**src/rtl/mem_stage_sram_ctrl_pkg.sv**
```systemverilog
// Shared definitions for the memory-stage SRAM controller.
//   - FSM state encoding
//   - default SRAM window base address and strobe hold time
//   - counter width and the byte-to-word address helper
package mem_stage_sram_ctrl_pkg;

    typedef enum logic [1:0] {
        ST_IDLE   = 2'd0,
        ST_ACCESS = 2'd1,
        ST_DONE   = 2'd2
    } state_t;

    localparam logic [31:0] DEF_BASE_ADDR   = 32'd1024;
    localparam int          DEF_WAIT_CYCLES = 5;
    // WAIT_CYCLES tops out at 15, so the counter only ever holds 0..14.
    localparam int          CNT_W           = 4;

    // Byte address relative to the SRAM window, in words. Bits [1:0] are
    // dropped and anything below the base simply wraps.
    function automatic logic [31:0] byte_to_word(input logic [31:0] byte_addr,
                                                 input logic [31:0] base);
        return (byte_addr - base) >> 2;
    endfunction

endpackage

```
**src/rtl/sram_wait_counter.sv**
```systemverilog
// Down-counter timing how long the SRAM strobes stay asserted.
//   i_clk, i_rst_n : clock, async active-low reset (count clears to 0)
//   i_load         : load i_load_val (has priority over i_en)
//   i_load_val     : value loaded at the start of an access
//   i_en           : decrement; the count stops at zero rather than wrapping
//   o_zero         : count is zero
module sram_wait_counter
    import mem_stage_sram_ctrl_pkg::*;
#(
    parameter int W = CNT_W
) (
    input  logic         i_clk,
    input  logic         i_rst_n,
    input  logic         i_load,
    input  logic [W-1:0] i_load_val,
    input  logic         i_en,
    output logic         o_zero
);

    logic [W-1:0] r_cnt;

    always_ff @(posedge i_clk or negedge i_rst_n) begin
        if (!i_rst_n) begin
            r_cnt <= '0;
        end else if (i_load) begin
            r_cnt <= i_load_val;
        end else if (i_en && (r_cnt != '0)) begin
            r_cnt <= r_cnt - 1'b1;
        end
    end

    assign o_zero = (r_cnt == '0);

endmodule

```
**src/rtl/mem_stage_sram_ctrl.sv**
```systemverilog
// Memory-stage controller: turns an execute-stage load/store into a
// multi-cycle single-word access on an external synchronous SRAM, freezing
// the upstream pipeline until the access completes.
//   i_clk, i_rst_n           : clock, async active-low reset
//   i_mem_read, i_mem_write  : load / store request (store wins if both)
//   i_alu_result             : byte address
//   i_val_rm                 : store data
//   o_freeze                 : hold IF/ID/EXE (combinational)
//   o_ready                  : one-cycle completion pulse (registered)
//   o_mem_rdata              : load data, held until the next load
//   o_sram_addr/o_sram_wdata : registered SRAM word address / write data
//   i_sram_rdata             : SRAM read data
//   o_sram_ce_n/we_n/oe_n    : active-low SRAM strobes
module mem_stage_sram_ctrl
    import mem_stage_sram_ctrl_pkg::*;
#(
    parameter int          ADDR_W      = 17,
    parameter int          WAIT_CYCLES = DEF_WAIT_CYCLES,
    parameter logic [31:0] BASE_ADDR   = DEF_BASE_ADDR
) (
    input  logic              i_clk,
    input  logic              i_rst_n,
    input  logic              i_mem_read,
    input  logic              i_mem_write,
    input  logic [31:0]       i_alu_result,
    input  logic [31:0]       i_val_rm,
    output logic              o_freeze,
    output logic              o_ready,
    output logic [31:0]       o_mem_rdata,
    output logic [ADDR_W-1:0] o_sram_addr,
    output logic [31:0]       o_sram_wdata,
    input  logic [31:0]       i_sram_rdata,
    output logic              o_sram_ce_n,
    output logic              o_sram_we_n,
    output logic              o_sram_oe_n
);

    localparam logic [CNT_W-1:0] LOAD_VAL = CNT_W'(WAIT_CYCLES - 1);

    state_t              r_state;
    state_t              w_next_state;
    logic                r_is_store;
    logic                r_ready;
    logic [31:0]         r_mem_rdata;
    logic [ADDR_W-1:0]   r_sram_addr;
    logic [31:0]         r_sram_wdata;

    logic                w_req;
    logic                w_start;
    logic                w_cnt_zero;
    logic                w_last_access;
    logic [ADDR_W-1:0]   w_word;

    assign w_req         = i_mem_read | i_mem_write;
    assign w_start       = (r_state == ST_IDLE) && w_req;
    assign w_last_access = (r_state == ST_ACCESS) && w_cnt_zero;
    assign w_word        = ADDR_W'(byte_to_word(i_alu_result, BASE_ADDR));

    sram_wait_counter #(.W(CNT_W)) u_wait_cnt (
        .i_clk      (i_clk),
        .i_rst_n    (i_rst_n),
        .i_load     (w_start),
        .i_load_val (LOAD_VAL),
        .i_en       (r_state == ST_ACCESS),
        .o_zero     (w_cnt_zero)
    );

    // State register
    always_ff @(posedge i_clk or negedge i_rst_n) begin
        if (!i_rst_n) r_state <= ST_IDLE;
        else          r_state <= w_next_state;
    end

    // Next-state logic
    always_comb begin
        w_next_state = ST_IDLE;
        case (r_state)
            ST_IDLE:   w_next_state = w_req      ? ST_ACCESS : ST_IDLE;
            ST_ACCESS: w_next_state = w_cnt_zero ? ST_DONE   : ST_ACCESS;
            ST_DONE:   w_next_state = ST_IDLE;
            default:   w_next_state = ST_IDLE;
        endcase
    end

    // Strobes decode straight from the state register, so they drop the
    // instant reset asserts and never depend on live request inputs.
    always_comb begin
        o_sram_ce_n = 1'b1;
        o_sram_we_n = 1'b1;
        o_sram_oe_n = 1'b1;
        if (r_state == ST_ACCESS) begin
            o_sram_ce_n = 1'b0;
            o_sram_we_n = ~r_is_store;
            o_sram_oe_n = r_is_store;
        end
    end

    // Datapath: the request is latched once in IDLE; upstream is frozen
    // afterwards so later input changes are irrelevant.
    always_ff @(posedge i_clk or negedge i_rst_n) begin
        if (!i_rst_n) begin
            r_is_store   <= 1'b0;
            r_ready      <= 1'b0;
            r_mem_rdata  <= '0;
            r_sram_addr  <= '0;
            r_sram_wdata <= '0;
        end else begin
            r_ready <= w_last_access;
            if (w_start) begin
                r_sram_addr  <= w_word;
                r_sram_wdata <= i_val_rm;
                r_is_store   <= i_mem_write;
            end
            if (w_last_access && !r_is_store) begin
                r_mem_rdata <= i_sram_rdata;
            end
        end
    end

    assign o_ready      = r_ready;
    assign o_freeze     = w_req & ~r_ready;
    assign o_mem_rdata  = r_mem_rdata;
    assign o_sram_addr  = r_sram_addr;
    assign o_sram_wdata = r_sram_wdata;

endmodule
```
**config.mk**
```make
export PLATFORM = sky130hd
export DESIGN_NAME = mem_stage_sram_ctrl
export DESIGN_NICKNAME = d
export VERILOG_FILES = /design/src/rtl/mem_stage_sram_ctrl_pkg.sv /design/src/rtl/sram_wait_counter.sv /design/src/rtl/mem_stage_sram_ctrl.sv
export SDC_FILE = /design/constraint.sdc
export NUM_CORES = 1
export LEC_CHECK = 0
export CAP_MARGIN = 20
export CORE_UTILIZATION = 40
export DETAILED_ROUTE_END_ITERATION = 10
export GPL_ROUTABILITY_DRIVEN = 0
export GPL_TIMING_DRIVEN = 0
export PLACE_DENSITY_LB_ADDON = 0.15
export SKIP_CTS_REPAIR_TIMING = 1
export SYNTH_ARGS = -nofsm -noshare
export SYNTH_HDL_FRONTEND = slang
export SYNTH_SLANG_ARGS = --single-unit
```
**constraint.sdc**
```tcl
create_clock -name i_clk -period 2.4 [get_ports i_clk]
set_input_delay 0.48 -clock i_clk [delete_from_list [all_inputs] [get_ports i_clk]]
set_output_delay 0.48 -clock i_clk [all_outputs]
set_load 0.1 [all_outputs]
```
# Word-level counts from Yosys, hierarchy flattened
# Index checks and enable logic that the tools add are counted.
[word_totals]
word_cells = 31
input_bits = 100
reg_bits = 89
out_inout_bits = 86
[op_classes]
n_reduce_logical = 9
bitwise = 4
n_mux = 8
n_addsub = 2
n_eq_ne = 1
[ops]
columns = ["cell", "count"]
rows = [
  ["subtractor 19 x 11 -> 19 bit (second input constant)", 1],
  ["two-way mux 4 bit", 2],
  ["logical AND 1 bit", 4],
  ["logical NOT 4 bit", 1],
  ["two-way mux 1 bit", 4],
  ["case mux 2 bit (2 select lines)", 1],
  ["nonzero test 4 bit", 1],
  ["subtractor 4 x 1 -> 4 bit (second input constant)", 1],
  ["equality test 2 x 1 -> 1 bit (second input constant)", 1],
  ["logical NOT 2 bit", 1],
  ["two-way mux 2 bit", 1],
  ["NOT 1 bit", 2],
  ["nonzero test 2 bit", 1],
  ["AND 1 bit", 1],
  ["logical NOT 1 bit", 1],
  ["OR 1 bit", 1],
]

# Longest topological paths before layout
[depth]
word_depth = 4
mapped_depth = 8
ltp_nobuf = 5

# By module
# Synthesis repeated with hierarchy kept, for this count alone.
[hier_totals]
hier_cells = 245
hier_area_um2 = 3598.5
[by_module_without_submodules]
columns = ["mod", "area_each_um2", "seq_area_each_um2", "cells_each", "n_inst"]
rows = [
  ["mem_stage_sram_ctrl", 3328.2, 2127.0, 218, 1],
  ["sram_wait_counter", 270.3, 100.1, 27, 1],
]

# Worst setup path before layout
# OpenSTA, ideal clock, no wires.
[synth_path]
path_kind = "reg-to-output"
startpoint = "register r_ready (netlist: o_ready)"
endpoint = "output o_freeze"
required_ps = 1920
arrival_time_ps = 2144
path_buffers = 0
slack_ps = -224
path_stages_with_launch = 2
cell_sequence = "dfrtp_1 -> nor2_1"
[synth_between]
elab_chain_len = 2
[synth_rtl]
columns = ["item", "line", "source"]
rows = [
  ["from (decl)", "mem_stage_sram_ctrl.sv:43", "logic r_ready;"],
  ["from (signal assigned)", "mem_stage_sram_ctrl.sv:108", "r_ready <= w_last_access;"],
  ["NOT 1 bit", "mem_stage_sram_ctrl.sv:121", "assign o_freeze = w_req & ~r_ready;"],
  ["AND 1 bit", "mem_stage_sram_ctrl.sv:121", ""],
  ["to (decl)", "mem_stage_sram_ctrl.sv:27", "output logic o_freeze,"],
]
# Every way passes these cells.

# Worst setup path after layout
[layout_path]
startpoint = "register r_mem_rdata[19] (netlist: o_mem_rdata[19])"
endpoint = "output o_mem_rdata[19]"
[layout_lines]
columns = ["item", "line", "source"]
rows = [
  ["from (decl)", "mem_stage_sram_ctrl.sv:44", "logic [31:0] r_mem_rdata;"],
  ["from (signal assigned)", "mem_stage_sram_ctrl.sv:115", "r_mem_rdata <= i_sram_rdata;"],
  ["to (decl)", "mem_stage_sram_ctrl.sv:29", "output logic [31:0] o_mem_rdata,"],
]
# No word-level cell between the ends.

==> results by group <==
Worst hold path
  • HP Class: input pin to async pin

STA
  • Slew Limit Headroom: 32.5%
  • Worst Hold Slack: 0.0187 ns
  • Tightest Pin Transition: 1.01 ns
  • Final worst-path setup slack: 0.0525 ns
  • Setup violators final: 0
  • Tmin final: 2.35 ns
  • Final-report max-slew violation count: 0
  • Final worst clock skew: 0.0144 ns
  • Post-route fraction of the period consumed by the critical path: 97.8%
  • Fmax: 0.426 GHz
  • Hold Fails Final Rpt: 0
  • RSZ-0062 raised after global routing: false

Drt
  • Initial DRC count: 68
  • Via density: 4.81
  • Drt first pass iters: 8
  • Total via count in the routed design: 2569
  • Final antenna-violating net count: 0
  • DRC errors left: 15
  • Average wire per cell in the routed design: 15.6 um
  • Total Wirelength: 8330 um

Cells and area
  • Proportion of layout cells with a drive suffix above 1: 24.9%
  • Number of nets at the end of the flow: 524
  • Share of the core filled with cells: 65.3%
  • Post-Layout Cell Count: 534
  • ANT cells: 0
  • Synth-to-Final Area Change: 56.2%

Global routing
  • GRT Max-Usage Layer: met2
  • Maximum number of pins on one net before global-route repair: 69
  • Number of antenna violations at the first check in global routing: 0
  • Global routing usage on met1: 22.7%
  • Global-route wire length before repair: 13600 um
  • GRT Total Usage: 18.1%
  • Met3 Resource Use GR: 5.15%
  • Vias in the first global route: 2705
  • Grt ovf: 0
  • Global Route met2 Usage: 30.6%

Setup path
  • Largest stage delay, worst path: 1.14 ns
  • Family of cells with the greatest summed delay on the critical path: buffers and inverters
  • Required time of the worst setup path: 1.92 ns
  • Launching element type of the critical path: flip-flop
  • Critical Path End Type: primary output
  • Slowest cell on the critical path: sky130_fd_sc_hd__clkdlybuf4s50_1
  • Critical Path, Cell by Cell: clkdlybuf4s50_1
  • Critical path peak fanout: 2
  • Worst setup path class: flip-flop to primary output
  • Crit path buffers/inverters: 1
  • Arrival time at the worst endpoint: 1.87 ns

Placed design
  • Setup WS pre-CTS: -0.348 ns
  • Placed Cells incl. Taps: 519
  • HPWL Detailed: 6220 um
  • IO buf count: 170

Synth
  • Library cell occupying the most area in the post-synthesis netlist: sky130_fd_sc_hd__dfrtp_1
  • Dominant synthesized flop cell: sky130_fd_sc_hd__dfrtp_1
  • Area share of the largest cell type after synthesis: 60.5%
  • Top-count cell post-synth: sky130_fd_sc_hd__dfrtp_1
  • Sequential area share after synthesis: 60.5%
  • Synthesized net count: 343
  • Synthesized instance count: 240
  • Most instantiated cells after synthesis: sky130_fd_sc_hd__dfrtp_1 (89), sky130_fd_sc_hd__mux2_2 (46), sky130_fd_sc_hd__mux2_4 (30), sky130_fd_sc_hd__a21oi_1 (10)
  • Cell Area, Synth: 3680 um^2
  • Mean post-synth cell area: 15.3 um^2
  • Async S/R FF share, synth: 100%
  • Post-synth EDFFs: 0
  • Main area contributors after synthesis: sky130_fd_sc_hd__dfrtp_1 (61%), sky130_fd_sc_hd__mux2_2 (14%), sky130_fd_sc_hd__mux2_4 (12%), sky130_fd_sc_hd__buf_12 (1.6%), sky130_fd_sc_hd__a21oi_1 (1.4%)
  • Number of library cell types mapped by synthesis: 29
  • Count of yosys warnings during synthesis: 0
  • Synth Register Bits: 89

Clocking
  • Clock Root Buffer: sky130_fd_sc_hd__clkbuf_8
  • CTS tree: done
  • CTS clk-pin slew, worst paths: 0.09 ns
  • H-Tree Level Count: 3
  • Deepest clock path buffer count: 2
  • Clock insertion delay at the later pin of the skew report: 0.35 ns
  • Clock sink count: 89
  • Clock buffers created by TritonCTS: 9

Floorplan
  • Total die area: 9590 um^2
  • Die Span X: 97.9 um
  • Initial core utilization: 41.8%
  • Core area: 8810 um^2
  • Top-Level Pins: 186
  • Cell Rows: 34
  • Die height: 97.9 um

Outcome
  • Violated checks: DRC
  • Outcome: finished with violations

Run
  • Maximum Capacitance Violations: 0
-- through the flow --
| stage | instance area (um^2) | TNS, ns |
|---|---|---|
| after global placement | 5520 | -220.56 |
| final | 5750 | 0 |
| after CTS | 5770 | -1.42 |
| after detailed placement | 5540 | -4.49 |
| after global routing | 5750 | 0 |
| after floorplan | 3680 | 0 |
-- worst reg2reg max path, cell delays in order, from the launching register on --
cell                      delay, ns
sky130_fd_sc_hd__dfrtp_1       0.40
sky130_fd_sc_hd__inv_1         0.10
sky130_fd_sc_hd__ha_1          0.16
sky130_fd_sc_hd__or3b_1        0.33
sky130_fd_sc_hd__buf_2         0.16
sky130_fd_sc_hd__or3_1         0.32
sky130_fd_sc_hd__buf_6         0.15
sky130_fd_sc_hd__buf_12        0.15
sky130_fd_sc_hd__mux2_4        0.30
-- cells by family after synthesis --
| group | count (synthesis) | synth area share, % |
|---|---|---|
| AND/OR/NAND/NOR | 26 | 4.15 |
| buffers and inverters | 18 | 3.43 |
| AO/OA/AOI/OAI | 25 | 3.81 |
| flip-flops | 89 | 60.5 |
| multiplexers | 77 | 26.6 |
| XOR/XNOR | 2 | 0.476 |
| adder cells (fa/ha/maj) | 3 | 1.02 |
-- worst paths after layout --
path	end	start	slack, ns	cells past startpoint
min	o_mem_rdata[1]$_DFFE_PN0P_	i_rst_n	0.02	1
max	o_mem_rdata[19]	o_mem_rdata[19]$_DFFE_PN0P_	0.05	1
max in group asynchronous	o_sram_addr[12]$_DFFE_PN0P_	i_rst_n	1.75	2
max reg2reg	o_mem_rdata[28]$_DFFE_PN0P_	u_wait_cnt.r_cnt[0]$_DFFE_PN0P_	0.21	8
min in group i_clk	o_sram_wdata[2]$_DFFE_PN0P_	o_sram_wdata[2]$_DFFE_PN0P_	0.51	1
min reg2reg	o_sram_wdata[2]$_DFFE_PN0P_	o_sram_wdata[2]$_DFFE_PN0P_	0.51	1
-- flip-flops by register name, summed over array words and instances, names as in the netlist --
name and cells:
o_ready 1, r_state 2, u_wait_cnt.r_cnt 4, o_sram_wdata 32
o_mem_rdata 32, o_sram_addr 17, r_is_store 1
-- metal layers --
metal	vias up	part of all wire, %	wire (um)
li1	1204	-	-
met1	1265	43	3560
met2	95	50	4140
met3	5	7.1	592
met4	0	0.44	37
met5	-	0	0
-- layout by cell type (no fill, tap or decap), types with 4 or more instances in the layout --
cell,synthesis,routed
sky130_fd_sc_hd__mux2_4,30,30
sky130_fd_sc_hd__a31oi_1,6,6
sky130_fd_sc_hd__inv_1,6,6
sky130_fd_sc_hd__nor2_1,5,4
sky130_fd_sc_hd__a21oi_1,10,10
sky130_fd_sc_hd__clkdlybuf4s50_1,0,165
sky130_fd_sc_hd__mux2_2,46,46
sky130_fd_sc_hd__clkbuf_8,0,10
sky130_fd_sc_hd__clkbuf_1,5,6
sky130_fd_sc_hd__o21ai_0,6,6
sky130_fd_sc_hd__dfrtp_1,89,89
sky130_fd_sc_hd__or3_1,5,5
-- cell type report --
cell class | count | area, um^2
buffer | 10 | 96.3
clock buffer | 12 | 145
clock inverter | 4 | 76.3
fill | 666 | 3060
inverter | 7 | 26.3
multi-input combinational | 133 | 1330
sequential | 89 | 2230
tap | 108 | 135
timing repair buffer | 171 | 1710
Power is not shown: default switching activity piles up to over one toggle a cycle in this logic, so the estimate is an artifact.
